**src/rtl/tuart_pkg.sv**
```systemverilog
// Shared types and frame constants for the buffered 8N1 UART transmitter.
package tuart_pkg;

    typedef enum logic [1:0] {
        S_IDLE,
        S_START_BIT,
        S_DATA_BITS,
        S_STOP_BIT
    } tx_state_t;

    localparam int DATA_BITS = 8;

    localparam logic START_LEVEL = 1'b0;
    localparam logic STOP_LEVEL  = 1'b1;

endpackage

```
**src/rtl/tuart_fifo.sv**
```systemverilog
// Synchronous byte FIFO; only pointers and count are reset, storage keeps stale data.
module tuart_fifo #(
    parameter int DEPTH = 16,
    parameter int AW    = $clog2(DEPTH)
) (
    input  logic          clk,
    input  logic          rst,
    input  logic          push,
    input  logic          pop,
    input  logic [7:0]    wdata,
    output logic [7:0]    rdata,
    output logic          full,
    output logic          empty,
    output logic [AW:0]   count
);

    logic [7:0]    mem [DEPTH];
    logic [AW-1:0] wptr;
    logic [AW-1:0] rptr;
    logic          do_push;
    logic          do_pop;

    assign full    = (count == (AW+1)'(DEPTH));
    assign empty   = (count == '0);
    assign do_push = push & ~full;
    assign do_pop  = pop & ~empty;
    assign rdata   = mem[rptr];

    always_ff @(posedge clk) begin
        if (do_push) begin
            mem[wptr] <= wdata;
        end
    end

    // Pointers are exactly log2(DEPTH) bits, so they wrap without extra logic.
    always_ff @(posedge clk or posedge rst) begin
        if (rst) begin
            wptr  <= '0;
            rptr  <= '0;
            count <= '0;
        end else begin
            if (do_push) begin
                wptr <= wptr + AW'(1);
            end
            if (do_pop) begin
                rptr <= rptr + AW'(1);
            end
            case ({do_push, do_pop})
                2'b10:   count <= count + (AW+1)'(1);
                2'b01:   count <= count - (AW+1)'(1);
                default: count <= count;
            endcase
        end
    end

endmodule

```
**src/rtl/tuart_fifo_tx.sv**
```systemverilog
// Buffered 8N1 UART transmitter: bus strobes feed a FIFO, the FSM drains it LSB-first on TX.
module tuart_fifo_tx
    import tuart_pkg::*;
#(
    parameter int CLKS_PER_BIT = 434,
    parameter int FIFO_DEPTH   = 16
) (
    input  logic       HCLK,
    input  logic       HRESET,
    input  logic [7:0] DATA,
    input  logic       START,
    output logic       BUSY,
    output logic       FULL,
    output logic       OVERRUN,
    output logic       TX
);

    localparam int AW = $clog2(FIFO_DEPTH);
    localparam int CW = $clog2(CLKS_PER_BIT);
    localparam logic [CW-1:0] BAUD_LAST = CW'(CLKS_PER_BIT - 1);
    localparam logic [2:0]    LAST_BIT  = 3'(DATA_BITS - 1);

    tx_state_t     state;
    logic [CW-1:0] baud;
    logic [7:0]    shift;
    logic [2:0]    bit_idx;
    logic          baud_done;
    logic          pop;
    logic [7:0]    fifo_rdata;
    logic          fifo_full;
    logic          fifo_empty;
    logic [AW:0]   fifo_count;

    tuart_fifo #(
        .DEPTH (FIFO_DEPTH)
    ) u_fifo (
        .clk   (HCLK),
        .rst   (HRESET),
        .push  (START),
        .pop   (pop),
        .wdata (DATA),
        .rdata (fifo_rdata),
        .full  (fifo_full),
        .empty (fifo_empty),
        .count (fifo_count)
    );

    assign baud_done = (baud == BAUD_LAST);

    // Pop happens when idle, or on the final stop-bit cycle so queued frames run back to back.
    assign pop = ~fifo_empty &
                 ((state == S_IDLE) | ((state == S_STOP_BIT) & baud_done));

    assign FULL = fifo_full;
    assign BUSY = (state != S_IDLE) | (fifo_count != '0);

    always_ff @(posedge HCLK or posedge HRESET) begin
        if (HRESET) begin
            state   <= S_IDLE;
            baud    <= '0;
            shift   <= '0;
            bit_idx <= '0;
            TX      <= STOP_LEVEL;
            OVERRUN <= 1'b0;
        end else begin
            if (START && fifo_full) begin
                OVERRUN <= 1'b1;
            end
            case (state)
                S_IDLE: begin
                    TX <= STOP_LEVEL;
                    if (!fifo_empty) begin
                        shift <= fifo_rdata;
                        baud  <= '0;
                        state <= S_START_BIT;
                        TX    <= START_LEVEL;
                    end
                end
                S_START_BIT: begin
                    if (baud_done) begin
                        baud    <= '0;
                        bit_idx <= '0;
                        state   <= S_DATA_BITS;
                        TX      <= shift[0];
                    end else begin
                        baud <= baud + CW'(1);
                    end
                end
                S_DATA_BITS: begin
                    if (baud_done) begin
                        baud <= '0;
                        if (bit_idx == LAST_BIT) begin
                            state <= S_STOP_BIT;
                            TX    <= STOP_LEVEL;
                        end else begin
                            shift   <= shift >> 1;
                            bit_idx <= bit_idx + 3'd1;
                            TX      <= shift[1];
                        end
                    end else begin
                        baud <= baud + CW'(1);
                    end
                end
                S_STOP_BIT: begin
                    if (baud_done) begin
                        baud <= '0;
                        if (!fifo_empty) begin
                            shift <= fifo_rdata;
                            state <= S_START_BIT;
                            TX    <= START_LEVEL;
                        end else begin
                            state <= S_IDLE;
                            TX    <= STOP_LEVEL;
                        end
                    end else begin
                        baud <= baud + CW'(1);
                    end
                end
                default: begin
                    state <= S_IDLE;
                    TX    <= STOP_LEVEL;
                end
            endcase
        end
    end

endmodule

```
**config.mk**
```make
export PLATFORM = sky130hd
export DESIGN_NAME = tuart_fifo_tx
export DESIGN_NICKNAME = d
export VERILOG_FILES = /design/src/rtl/tuart_pkg.sv /design/src/rtl/tuart_fifo.sv /design/src/rtl/tuart_fifo_tx.sv
export SDC_FILE = /design/constraint.sdc
export NUM_CORES = 1
export LEC_CHECK = 0
export BUFFER_PORTS_ARGS = -buffer_cell sky130_fd_sc_hd__buf_2
export CAP_MARGIN = 20
export CORE_UTILIZATION = 50
export CTS_CLUSTER_SIZE = 28
export DETAILED_ROUTE_END_ITERATION = 6
export HOLD_SLACK_MARGIN = 0.1
export PLACE_DENSITY_LB_ADDON = 0.12
export SKIP_LAST_GASP = 1
export SLEW_MARGIN = 20
export SYNTH_ARGS = -nofsm -noshare
export SYNTH_HDL_FRONTEND = slang
export SYNTH_SLANG_ARGS = --single-unit
```
**constraint.sdc**
```tcl
create_clock -name HCLK -period 4.53 [get_ports HCLK]
set_input_delay 0.6795 -clock HCLK [delete_from_list [all_inputs] [get_ports HCLK]]
set_output_delay 0.6795 -clock HCLK [all_outputs]
set_load 0.02 [all_outputs]
```
Yosys cells after proc, flatten, opt, wreduce, memory -nomap -nowiden. Memory sizes are Yosys's and may differ from the RTL's. Index checks and enable logic that the tools add are counted.

Bits in registers: 37. Latch bits: 0. RAM bits: 128. Bits in read-only memories: 0. Input bits: 11. Output and inout bits: 4. Logic and storage cells: 79. Memories: 1.

$add $sub $neg: 6. Multiply operators: 0. Divide/modulo/power cells: 0. $lt $le $gt $ge: 0. Eq/ne operators: 14. Shift operators: 0. Multiplexer cells: 28. Bitwise operators: 8. Reduce and logical (&&, ||, !) cells: 13.

Memory list: u_fifo.mem (depth 16, width 8, read ports 1, clocked after memory_dff 0, wr ports 1, line tuart_fifo.sv:17) `logic [7:0] mem [DEPTH];`.

Operators by type and width (count): $mux 8 (4); $pmux 8 s3 (1); $mux 9 (2); $pmux 9 s2 (1); $ne 2x2->1 const B (6); $mux 2 (5); $pmux 5 s2 (1); $add 9x1->9 const B (1); $eq 9x9->1 const B (1); $mux 3 (3); $add 4x1->4 const B (2); $mux 1 (8); $pmux 2 s4 (1); $reduce_and 4->1 (2); $eq 2x2->1 const B (3); $pmux 3 s2 (1); $reduce_bool 2->1 (3); $add 5x1->5 const B (1); $eq 5x5->1 const B (1); $logic_not 5->1 (1); $reduce_and 5->1 (1); $reduce_bool 5->1 (1); $sub 5x1->5 const B (1); $and 1x1->1 (4); other kinds (11) (14).

Longest topological paths before layout. Gate-level depths: netlist (run 1).

Word-level depth: 7. Depth in mapped cells: 15. Gate-level depth less buffers: 13.

By module. A second synthesis (run 1) with hierarchy kept.

Cell total of the unflattened synthesis: 464. Area, all modules: 7204.4 sq um.

By module, submodules not included: tuart_fifo (times used 1, cells an instance 333, area an instance 5789.3 sq um, sequential area each 4169.0 sq um); tuart_fifo_tx (times used 1, cells an instance 131, area an instance 1415.1 sq um, sequential area each 601.8 sq um).

Worst setup path after synthesis (run 1). No wires, ideal clock.

Path type: reg-to-reg. Start: register u_fifo.count[2]. End: register u_fifo.count[4]. Library setup time: 0.123 ns. Arrival: 2.618 ns. Required time: 4.407 ns. Setup slack: 1.789 ns. Cell stages (with the launch flop): 16. Path buffers: 3. Period minus slack after synthesis: 2.741 ns. Path through: dfrtp_1 clkbuf_1 nor4_1 nand2_1 and2_1 clkbuf_1 inv_1 ha_1 clkbuf_1 xor2_1 ha_1 nor2b_1 o21ai_0 a31oi_1 nor2_1 xnor2_1.

Cells in the longest elaborated chain, start to end: 6. Elaborated cells between the ends (all ways): 13. Classes of those cells: add/sub: 2; eq/ne: 3; mux: 1; bitwise: 5; reduce/logical: 2.

RTL lines: start, declared (line tuart_fifo.sv:14) `output logic [AW:0] count`; start signal, assigned (line tuart_fifo.sv:49) `2'b10: count <= count + (AW+1)'(1);`; start signal, assigned (line tuart_fifo.sv:50) `2'b01: count <= count - (AW+1)'(1);`; start signal, assigned (line tuart_fifo.sv:51) `default: count <= count;`; $logic_not 5->1 (line tuart_fifo.sv:24) `assign empty = (count == '0);`; $not 1->1 (line tuart_fifo.sv:26, tuart_fifo_tx.sv:51); $and 1x1->1 (line tuart_fifo_tx.sv:51) `assign pop = ~fifo_empty &`; $and 1x1->1 (line tuart_fifo.sv:26) `assign do_pop = pop & ~empty;`; $eq 2x1->1 or $eq 2x2->1 (tied branches) (line tuart_fifo.sv:48) `case ({do_push, do_pop})`; $pmux 5 s2 or $reduce_bool 2->1 (tied branches).

Parallel ways exist; a longest one is shown, timed or not. A chain may end at the register's enable or synchronous reset.

Worst setup path after layout (run 1).
Start: register u_fifo.count[1]. End: output port BUSY.

Cells in the longest elaborated chain, start to end: 2.

RTL lines: $reduce_bool 5->1 (line tuart_fifo_tx.sv:55) `assign BUSY = (state != S_IDLE) | (fifo_count != '0);`; $or 1x1->1 (line tuart_fifo_tx.sv:55); end, declared (line tuart_fifo_tx.sv:12) `output logic BUSY,`.

No other way between the ends.

==> results of run 1 <==
[power groups by stage]
| stage | Sequential, mW | Clock [mW] | Combinational (mW) |
|---|---|---|---|
| final | 1.88 | 1.40 | 0.356 |
| after global routing | 1.90 | 1.49 | 0.404 |
| after CTS | 1.88 | 1.43 | 0.364 |
| after detailed placement | 1.92 | 0 | 0.362 |
| after global placement | 1.91 | 0 | 0.352 |
| after floorplan | 1.87 | 0 | 0.283 |
[final cells by class]
cell class                 instances  area, µm²  share of cell area
sequential                       165       4770               0.598
clock inverter                    13        149              0.0187
inverter                          15       56.3             0.00706
multi-input combinational        283       2230               0.280
tap                              180        225              0.0282
timing repair buffer              19        110              0.0138
clock buffer                      18        429              0.0538
[synthesized netlist by cell type (3+ instances only)]
master | instances | area, µm²
a22o_1 | 3 | 26.3
nand3_1 | 6 | 30.0
nand2_1 | 29 | 109
a21oi_1 | 6 | 30.0
ha_1 | 18 | 225
buf_4 | 5 | 37.5
buf_1 | 4 | 15.0
nor2_1 | 20 | 75.1
o31ai_1 | 4 | 30.0
a21o_1 | 3 | 22.5
dfrtp_1 | 36 | 901
inv_1 | 14 | 52.6
xnor2_1 | 8 | 70.1
nor2b_1 | 3 | 18.8
xor2_1 | 6 | 52.6
mux2i_1 | 36 | 360
edfxtp_1 | 128 | 3840
nand4_1 | 3 | 18.8
nand2b_1 | 6 | 37.5
o31ai_2 | 3 | 37.5
o21ai_0 | 17 | 85.1
o22ai_1 | 31 | 194
nor3_1 | 15 | 75.1
a221oi_1 | 6 | 52.6
clkbuf_1 | 6 | 22.5
mux4_2 | 5 | 113
mux2_2 | 23 | 259
buf_2 | 7 | 35.0
[timing repair]
item | CTS | global route
setup buffers | 0 | 0
endpoints found under the hold margin | 1 | 0
hold buffers | 1 | 0
[cell families after synthesis]
group,share of synthesized area
XOR/XNOR,0.0171
AND/OR/NAND/NOR,0.0660
AO/OA/AOI/OAI,0.0934
adder cells (fa/ha/maj),0.0314
buffers and inverters,0.0248
multiplexers,0.102
flip-flops,0.665
[state kept, by name, summed over array words and instances (netlist names)]
register / flops
TX: 1
shift: 8
u_fifo.wptr: 4
bit_idx: 3
state: 2
baud: 9
u_fifo.count: 5
u_fifo.rptr: 4
u_fifo.mem: 128
OVERRUN: 1
[worst register-to-register path: stages, from the launching register on]
cell and delay, ns:
dfrtp_1 0.46, nor4_1 0.56, nand2_1 0.13, and2_1 0.29, inv_1 0.12, ha_1 0.33, xor2_1 0.19, ha_1 0.20
nor2b_1 0.13, o21ai_0 0.08, a31oi_1 0.17, nor2_1 0.07, xnor2_1 0.12
[layer usage]
metal	GRT usage	vias up	part of all wire
met4	0.0617	0	0.012
met3	0.0506	15	0.035
met1	0.297	1997	0.47
li1	-	1900	-
met5	0	-	0
met2	0.333	76	0.48
[through the flow]
step           setup slack, ns  total power [mW]  hold slack, ns   util  std cells
2_1_floorplan             1.79              2.15           0.449      -        486
3_3_place_gp              1.65              2.26           0.437  0.530        661
3_5_place_dp              1.59              2.28           0.452  0.530        661
4_1_cts                   1.35              3.68           0.457  0.572        693
5_1_grt                   1.15              3.80           0.480  0.572        693
6_report                  1.35              3.64           0.473  0.572        693
[worst max-delay path by stage]
stage	slack, ns	depth (start not counted)	endpoint
floorplan	1.79	15	u_fifo.count[4]
global placement	1.65	11	u_fifo.count[4]
detailed placement	1.59	12	u_fifo.count[4]
CTS	1.35	5	BUSY
global route	1.15	11	u_fifo.count[4]
finish	1.35	5	BUSY
==> flow_metrics.py, run 1 <==
metrics = {
    "status": {
        "status": "complete, no violations",
    },
    "floorplanning": {
        "num_rows": 43,
        "dieArea_um2": 14800,
        "ios": 15,
        "die_x_um": 122,
        "initial_core_util": 0.515,
        "die_h_um": 122,
        "core_um2": 13900,
    },
    "worst_setup_path": {
        "crit_path_top_delay_cell": "nor4_1",
        "crit_type": "flop to output port",
        "reg2reg_from": "u_fifo.count[1]",
        "worst-path-buf-inv": 2,
        "crit_required_ns": 3.85,
        "r2r_slack_ns": 1.57,
        "ff2ff_path_depth": 12,
        "critPathLaunch": "u_fifo.count[1]",
        "cp.arrival_ns": 2.50,
        "crit_path_end_kind": "output port",
        "cp_cell_sequence": "nor4_1, nand2_1, nor2_1, inv_2, buf_2",
        "crit_fanout": 8,
        "rr_endpoint": "u_fifo.count[4]",
        "cpLargestDelayFamily": "simple AND/OR/NAND/NOR gates",
        "critPathLaunchType": "flop",
        "slowest_delay_ns": 0.56,
    },
    "grt": {
        "grt_pass1_wl_mm": 22.7,
        "antenna_found_initial": 0,
        "track_usage": 0.213,
        "grt_max_degree": 42,
        "grt_pass1_vias": 4048,
        "grt-ovfl-total": 0,
    },
    "sta": {
        "fmax_mhz": 314,
        "skew_ns": 0.00717,
        "post-route-period-util": 0.702,
        "period_needed_ns": 3.18,
        "tns_ns": 0,
        "drv_slew": 0,
        "finalSetupViolations": 0,
        "relSlewSlack": 0.381,
        "rsz0062_at_grt": "no",
        "hold_viol_final": 0,
        "tightest_slew_ns": 0.926,
    },
    "clock_tree": {
        "clock_latency_ns": 0.42,
        "cts.reportedPaths.clkPinSlew_ns": 0.06,
        "cts_tree": "built",
        "cts_root_buf": "clkbuf_16",
        "numCtsBuffers": 17,
        "cts.sinks": 165,
        "postCtsResizedCells": 0,
        "h-tree-depth": 4,
        "cts.path.max_buffers": 2,
    },
    "logic_synthesis": {
        "yosys_warnings": 0,
        "syn_area_um2": 7170,
        "syn_avg_cell_area_um2": 14.8,
        "synth-seq-area-share": 0.665,
        "yosysUniqueCellTypes": 56,
        "synth-async-reset-ratio": 0.224,
        "synth-edff-count": 128,
        "syn_nets": 515,
        "synthCells": 486,
        "synth-seq-cells": 165,
        "ys.flop_type": "edfxtp_1",
    },
    "final_layout": {
        "fillers": 1072,
        "drive_above_1_share": 0.185,
        "final_common_cell": "edfxtp_1",
        "num_antenna_cells": 0,
        "syn_to_final_growth_pct": 11.2,
        "stdcell_area_um2": 7970,
        "nets": 530,
        "final_cell_mix": "edfxtp_1 (128), mux2i_1 (36), dfrtp_1 (35)",
    },
    "route": {
        "drt_wl_total_mm": 14.1,
        "drc": 0,
        "vias": 3988,
        "via_per_inst": 5.75,
        "routedWlPerCell_um": 20.3,
        "drtAntennaViolNets": 0,
        "first_pass_iters": 5,
        "drtIter0Drc": 416,
    },
    "worst_hold_path": {
        "min_path_type": "flop to flop",
        "whs_endpoint": "OVERRUN",
        "hold_depth": 1,
        "min_from": "OVERRUN",
    },
    "power": {
        "p_sw_uw": 900,
        "ir_drop_v": 0.000338,
        "p_per_area_nw_per_um2": 457,
        "p_int_mw": 2.74,
        "switching_share": 0.247,
        "pwr-share-clk": 0.385,
        "seq_power_share": 0.517,
        "p_comb_frac": 0.098,
        "p_leak_nw": 3.05,
    },
    "job": {
        "maxCapViolations": 0,
    },
    "placed_design": {
        "placed_cell_area_um2": 7390,
        "dp_hpwl_mm": 9.23,
        "gp_congestion": 0.765,
        "numPortBuffers": 14,
    },
}
Power figures use the tool's default switching activity.
==> run 2, diff against run 1 <==
==> constraint.sdc (replaced) <==
create_clock -name HCLK -period 2.9 [get_ports HCLK]
set_input_delay 0.435 -clock HCLK [delete_from_list [all_inputs] [get_ports HCLK]]
set_output_delay 0.435 -clock HCLK [all_outputs]
set_load 0.02 [all_outputs]
==> flow_metrics.py, run 2 (synthesis results as in run 1) <==
metrics = {
    "clock_tree": {
        "cts.reportedPaths.clkPinSlew_ns": 0.06,
        "clock_latency_ns": 0.43,
        "cts_root_buf": "clkbuf_16",
        "cts.sinks": 165,
        "numCtsBuffers": 17,
        "h-tree-depth": 4,
        "cts.path.max_buffers": 2,
        "postCtsResizedCells": 0,
        "holdBufCountCts": 0,
        "cts_tree": "built",
        "post_cts_buffers": 0,
    },
    "worst_setup_path": {
        "rr_endpoint": "u_fifo.count[4]",
        "crit_required_ns": 3.21,
        "r2r_slack_ns": 0.25,
        "reg2reg_from": "u_fifo.count[1]",
        "cpMostUsedCell": "ha_1",
        "ff2ff_path_depth": 12,
        "crit_type": "flop to flop",
        "slowest_delay_ns": 0.47,
        "path_depth": 12,
        "crit_path_top_delay_cell": "dfrtp_1",
        "cp.arrival_ns": 2.96,
        "critPathLaunchType": "flop",
        "cpLargestDelayFamily": "simple AND/OR/NAND/NOR gates",
        "crit_path_end_kind": "flop",
        "critPathLaunch": "u_fifo.count[1]",
        "worst-path-buf-inv": 1,
        "cp_cell_sequence": "nor4_2, nand2_1, and2_1, inv_1, ha_1, xor2_1, ha_1, nor2b_1, o21ai_0, a31oi_1, nor2_1, xnor2_1",
        "crit_fanout": 8,
    },
    "grt": {
        "grt_pass1_wl_mm": 22.2,
        "antenna_found_initial": 0,
        "grt_pass1_vias": 3968,
        "track_usage": 0.209,
        "grt_max_degree": 38,
        "grt-ovfl-total": 0,
    },
    "power": {
        "p_leak_nw": 3.18,
        "p_per_area_nw_per_um2": 733,
        "ir_drop_v": 0.000738,
    },
    "placed_design": {
        "numPortBuffers": 14,
        "dp_hpwl_mm": 9.35,
        "dpl_worst_slack_ns": 0.141,
        "post-place-cells": 682,
        "gp_congestion": 0.789,
    },
    "sta": {
        "fin_hold_ws_ns": 0.123,
        "relSlewSlack": 0.594,
        "tns_ns": 0,
        "hold_viol_final": 0,
        "fmax_mhz": 377,
        "skew_ns": 0.00800,
        "period_needed_ns": 2.65,
        "rsz0062_at_grt": "no",
        "post-route-period-util": 0.914,
        "finalSetupViolations": 0,
        "drv_slew": 0,
        "layout_setup_ws_ns": 0.250,
        "tightest_slew_ns": 0.610,
    },
    "route": {
        "drtIter0Drc": 287,
        "routedWlPerCell_um": 19.7,
        "drc": 0,
        "vias": 3967,
        "drt_wl_total_mm": 14.1,
        "via_per_inst": 5.56,
        "first_pass_iters": 4,
        "drtAntennaViolNets": 0,
    },
    "floorplanning": {
        "core_um2": 13900,
        "num_rows": 43,
        "ios": 15,
        "die_h_um": 122,
        "dieArea_um2": 14800,
        "die_x_um": 122,
        "initial_core_util": 0.515,
    },
    "final_layout": {
        "final_core_util": 0.588,
        "final_cell_mix": "edfxtp_1 (128), mux2i_1 (36), dfrtp_1 (35)",
        "reg.largest.list": "u_fifo.mem x128, baud x9, shift x8",
        "drive_above_1_share": 0.219,
        "top_register": "u_fifo.mem",
        "largest_reg_flops": 128,
        "nets": 550,
        "seq_area_um2": 4770,
        "fillers": 1068,
        "final_cells": 714,
        "multiInputGateArea_um2": 2230,
        "final_common_cell": "edfxtp_1",
        "num_antenna_cells": 0,
        "syn_to_final_growth_pct": 14.3,
    },
    "job": {
        "maxCapViolations": 0,
    },
    "worst_hold_path": {
        "min_path_type": "primary input to async pin",
    },
    "status": {
        "status": "complete, no violations",
    },
}
[run 2: per-layer routing]
metal | vias to the layer above | part of all wire | GRT usage | wire length, µm
li1 | 1930 | - | - | -
met1 | 1984 | 0.47 | 0.284 | 6640
met2 | 46 | 0.49 | 0.332 | 6860
met3 | 7 | 0.032 | 0.0543 | 451
met4 | 0 | 0.0082 | 0.0610 | 115
met5 | - | 0 | 0 | 0
[run 2: layout make-up]
cell class                 count  area share
inverter                      15     0.00687
clock buffer                  17      0.0519
tap                          180      0.0275
timing repair buffer          39      0.0315
multi-input combinational    283       0.272
sequential                   165       0.582
clock inverter                15      0.0278
[run 2: metrics by stage]
stage	total power [mW]	area [µm²]
floorplan	3.36	7170
global placement	3.56	7530
detailed placement	3.59	7530
CTS	6.05	8190
global route	6.26	8190
finish	6.01	8190
[run 2: worst max path at each step]
| stage | end | slack [ns] |
|---|---|---|
| 6_report | u_fifo.count[4] | 0.25 |
| 5_1_grt | u_fifo.count[4] | 0.006 |
| 4_1_cts | u_fifo.count[4] | 0.13 |
| 3_5_place_dp | u_fifo.count[4] | 0.14 |
| 3_3_place_gp | u_fifo.count[4] | 0.27 |
| 2_1_floorplan | u_fifo.count[4] | 0.16 |
[run 2: tightest hold or removal path, cell delays in order]
cell,delay (ns)
buf_2,0.09
inv_1,0.04
buf_4,0.42
[run 2: report_power, final]
group / switching (mW) / internal (mW) / leakage (nW)
Combinational: 0.363 / 0.234 / 1.26
Sequential: 0.139 / 2.80 / 1.61
Clock: 0.930 / 1.54 / 0.309
Total: 1.43 / 4.57 / 3.18
==> run 3, diff against run 2 <==
--- a/config.mk
+++ b/config.mk
@@ -7,7 +7,7 @@
 export LEC_CHECK = 0
 export BUFFER_PORTS_ARGS = -buffer_cell sky130_fd_sc_hd__buf_2
 export CAP_MARGIN = 20
-export CORE_UTILIZATION = 50
+export CORE_UTILIZATION = 67
 export CTS_CLUSTER_SIZE = 28
 export DETAILED_ROUTE_END_ITERATION = 6
 export HOLD_SLACK_MARGIN = 0.1
==> constraint.sdc (replaced) <==
create_clock -name HCLK -period 3.35 [get_ports HCLK]
set_input_delay 0.5025 -clock HCLK [delete_from_list [all_inputs] [get_ports HCLK]]
set_output_delay 0.5025 -clock HCLK [all_outputs]
set_load 0.02 [all_outputs]
==> flow_metrics.py, run 3 (synthesis results as in run 1) <==
metrics = {
    "status": {
        "status": "complete, no violations",
    },
    "final_layout": {
        "nets": 533,
        "final_common_cell": "edfxtp_1",
        "drive_above_1_share": 0.186,
        "largest_reg_flops": 128,
        "top_register": "u_fifo.mem",
        "stdcell_area_um2": 7870,
        "fillers": 642,
        "final_cell_mix": "edfxtp_1 (128), mux2i_1 (36), dfrtp_1 (35)",
        "syn_to_final_growth_pct": 9.68,
        "num_antenna_cells": 0,
        "reg.largest.list": "u_fifo.mem x128, baud x9, shift x8",
    },
    "power": {
        "pwr-share-clk": 0.355,
        "p_leak_nw": 3.01,
        "p_per_area_nw_per_um2": 599,
        "seq_power_share": 0.542,
        "p_sw_mw": 1.20,
        "p_int_mw": 3.51,
        "ir_drop_v": 0.000532,
        "switching_share": 0.254,
        "power_mw": 4.71,
        "p_comb_frac": 0.103,
    },
    "floorplanning": {
        "ios": 15,
        "initial_core_util": 0.691,
        "die_x_um": 105,
        "core_um2": 10400,
        "num_rows": 37,
        "dieArea_um2": 11100,
        "die_h_um": 105,
    },
    "grt": {
        "grt_pass1_wl_mm": 21.8,
        "gr-usage-met3": 0.0507,
        "met2_usage": 0.420,
        "antenna_found_initial": 0,
        "track_usage": 0.270,
        "grt_max_degree": 32,
        "grt-ovfl-total": 0,
        "met1_usage": 0.381,
        "busiest_layer": "met2",
        "grt_pass1_vias": 4140,
    },
    "route": {
        "drc": 0,
        "via_per_inst": 6.32,
        "drtIter0Drc": 310,
        "drtAntennaViolNets": 0,
        "routedWlPerCell_um": 21.1,
        "vias": 4127,
        "drt_wl_total_mm": 13.8,
        "first_pass_iters": 6,
    },
    "placed_design": {
        "gp_congestion": 0.795,
        "placed_cell_area_um2": 7350,
        "numPortBuffers": 14,
        "dp_hpwl_mm": 9.37,
    },
    "clock_tree": {
        "cts_root_buf": "clkbuf_8",
        "cts.reportedPaths.clkPinSlew_ns": 0.06,
        "cts.path.max_buffers": 2,
        "postCtsResizedCells": 0,
        "holdBufCountCts": 1,
        "numCtsBuffers": 17,
        "h-tree-depth": 4,
        "cts.sinks": 165,
        "cts_tree": "built",
        "clock_latency_ns": 0.54,
        "post_cts_buffers": 0,
    },
    "sta": {
        "skew_ns": 0.00641,
        "period_needed_ns": 3.04,
        "hold_viol_final": 0,
        "tns_ns": 0,
        "fin_hold_ws_ns": 0.177,
        "finalSetupViolations": 0,
        "tightest_slew_ns": 0.826,
        "fmax_mhz": 329,
        "rsz0062_at_grt": "no",
        "relSlewSlack": 0.447,
        "drv_slew": 0,
        "post-route-period-util": 0.908,
    },
    "worst_setup_path": {
        "cp.arrival_ns": 2.54,
        "crit_path_top_delay_cell": "nor4_1",
        "critPathLaunchType": "flop",
        "crit_path_end_kind": "output port",
        "cp_cell_sequence": "nor4_1, nand2_1, nor2_1, inv_2, buf_2",
        "crit_type": "flop to output port",
        "crit_fanout": 8,
        "crit_required_ns": 2.85,
        "ff2ff_path_depth": 12,
        "slowest_delay_ns": 0.50,
    },
    "worst_hold_path": {
        "hold_depth": 2,
        "min_path_type": "primary input to flop",
    },
    "job": {
        "maxCapViolations": 0,
    },
}
-- run 3: per-stage QoR --
stage	std cells	setup slack (ns)	utilization
finish	653	0.308	0.758
global route	653	0.128	0.758
CTS	653	0.344	0.758
detailed placement	620	0.401	0.708
global placement	619	0.577	0.707
floorplan	486	0.609	-
-- run 3: final cells by class --
cell class / instances / area (µm²) / area share
multi-input cells: 283 / 2230 / 0.283
repair buffers: 22 / 130 / 0.0165
flip-flops and latches: 165 / 4770 / 0.607
well taps: 136 / 170 / 0.0216
clock buffers: 20 / 425 / 0.0541
inverters: 15 / 56.3 / 0.00716
clock inverters: 12 / 83.8 / 0.0107
-- run 3: worst paths after layout --
check	startpoint	endpoint	slack (ns)
setup reg to reg	u_fifo.count[1]	u_fifo.count[4]	0.38
max in group asynchronous	HRESET	TX	2.19
min in group asynchronous	HRESET	u_fifo.wptr[0]	0.43
hold / removal	START	OVERRUN	0.18
hold reg to reg	OVERRUN	OVERRUN	0.45
setup / recovery	u_fifo.count[1]	BUSY	0.31
-- run 3: power groups by stage --
stage / Combinational (mW) / Clock, mW / Sequential [mW]
floorplan: 0.383 / 0 / 2.53
global placement: 0.459 / 0 / 2.57
detailed placement: 0.485 / 0 / 2.59
CTS: 0.489 / 1.68 / 2.55
global route: 0.541 / 1.75 / 2.58
finish: 0.485 / 1.67 / 2.55
-- run 3: worst max-delay path, delay by kind of cell, from the launching register on --
kind	cells	cell delay, ns
flip-flops	1	0.46
AND/OR/NAND/NOR	3	1.17
buffers and inverters	2	0.37
-- run 3: layer usage --
| layer | part of all wire | wire length [µm] |
|---|---|---|
| met3 | 0.049 | 678 |
| met5 | 0 | 0 |
| met1 | 0.45 | 6160 |
| met4 | 0.015 | 205 |
| met2 | 0.49 | 6750 |
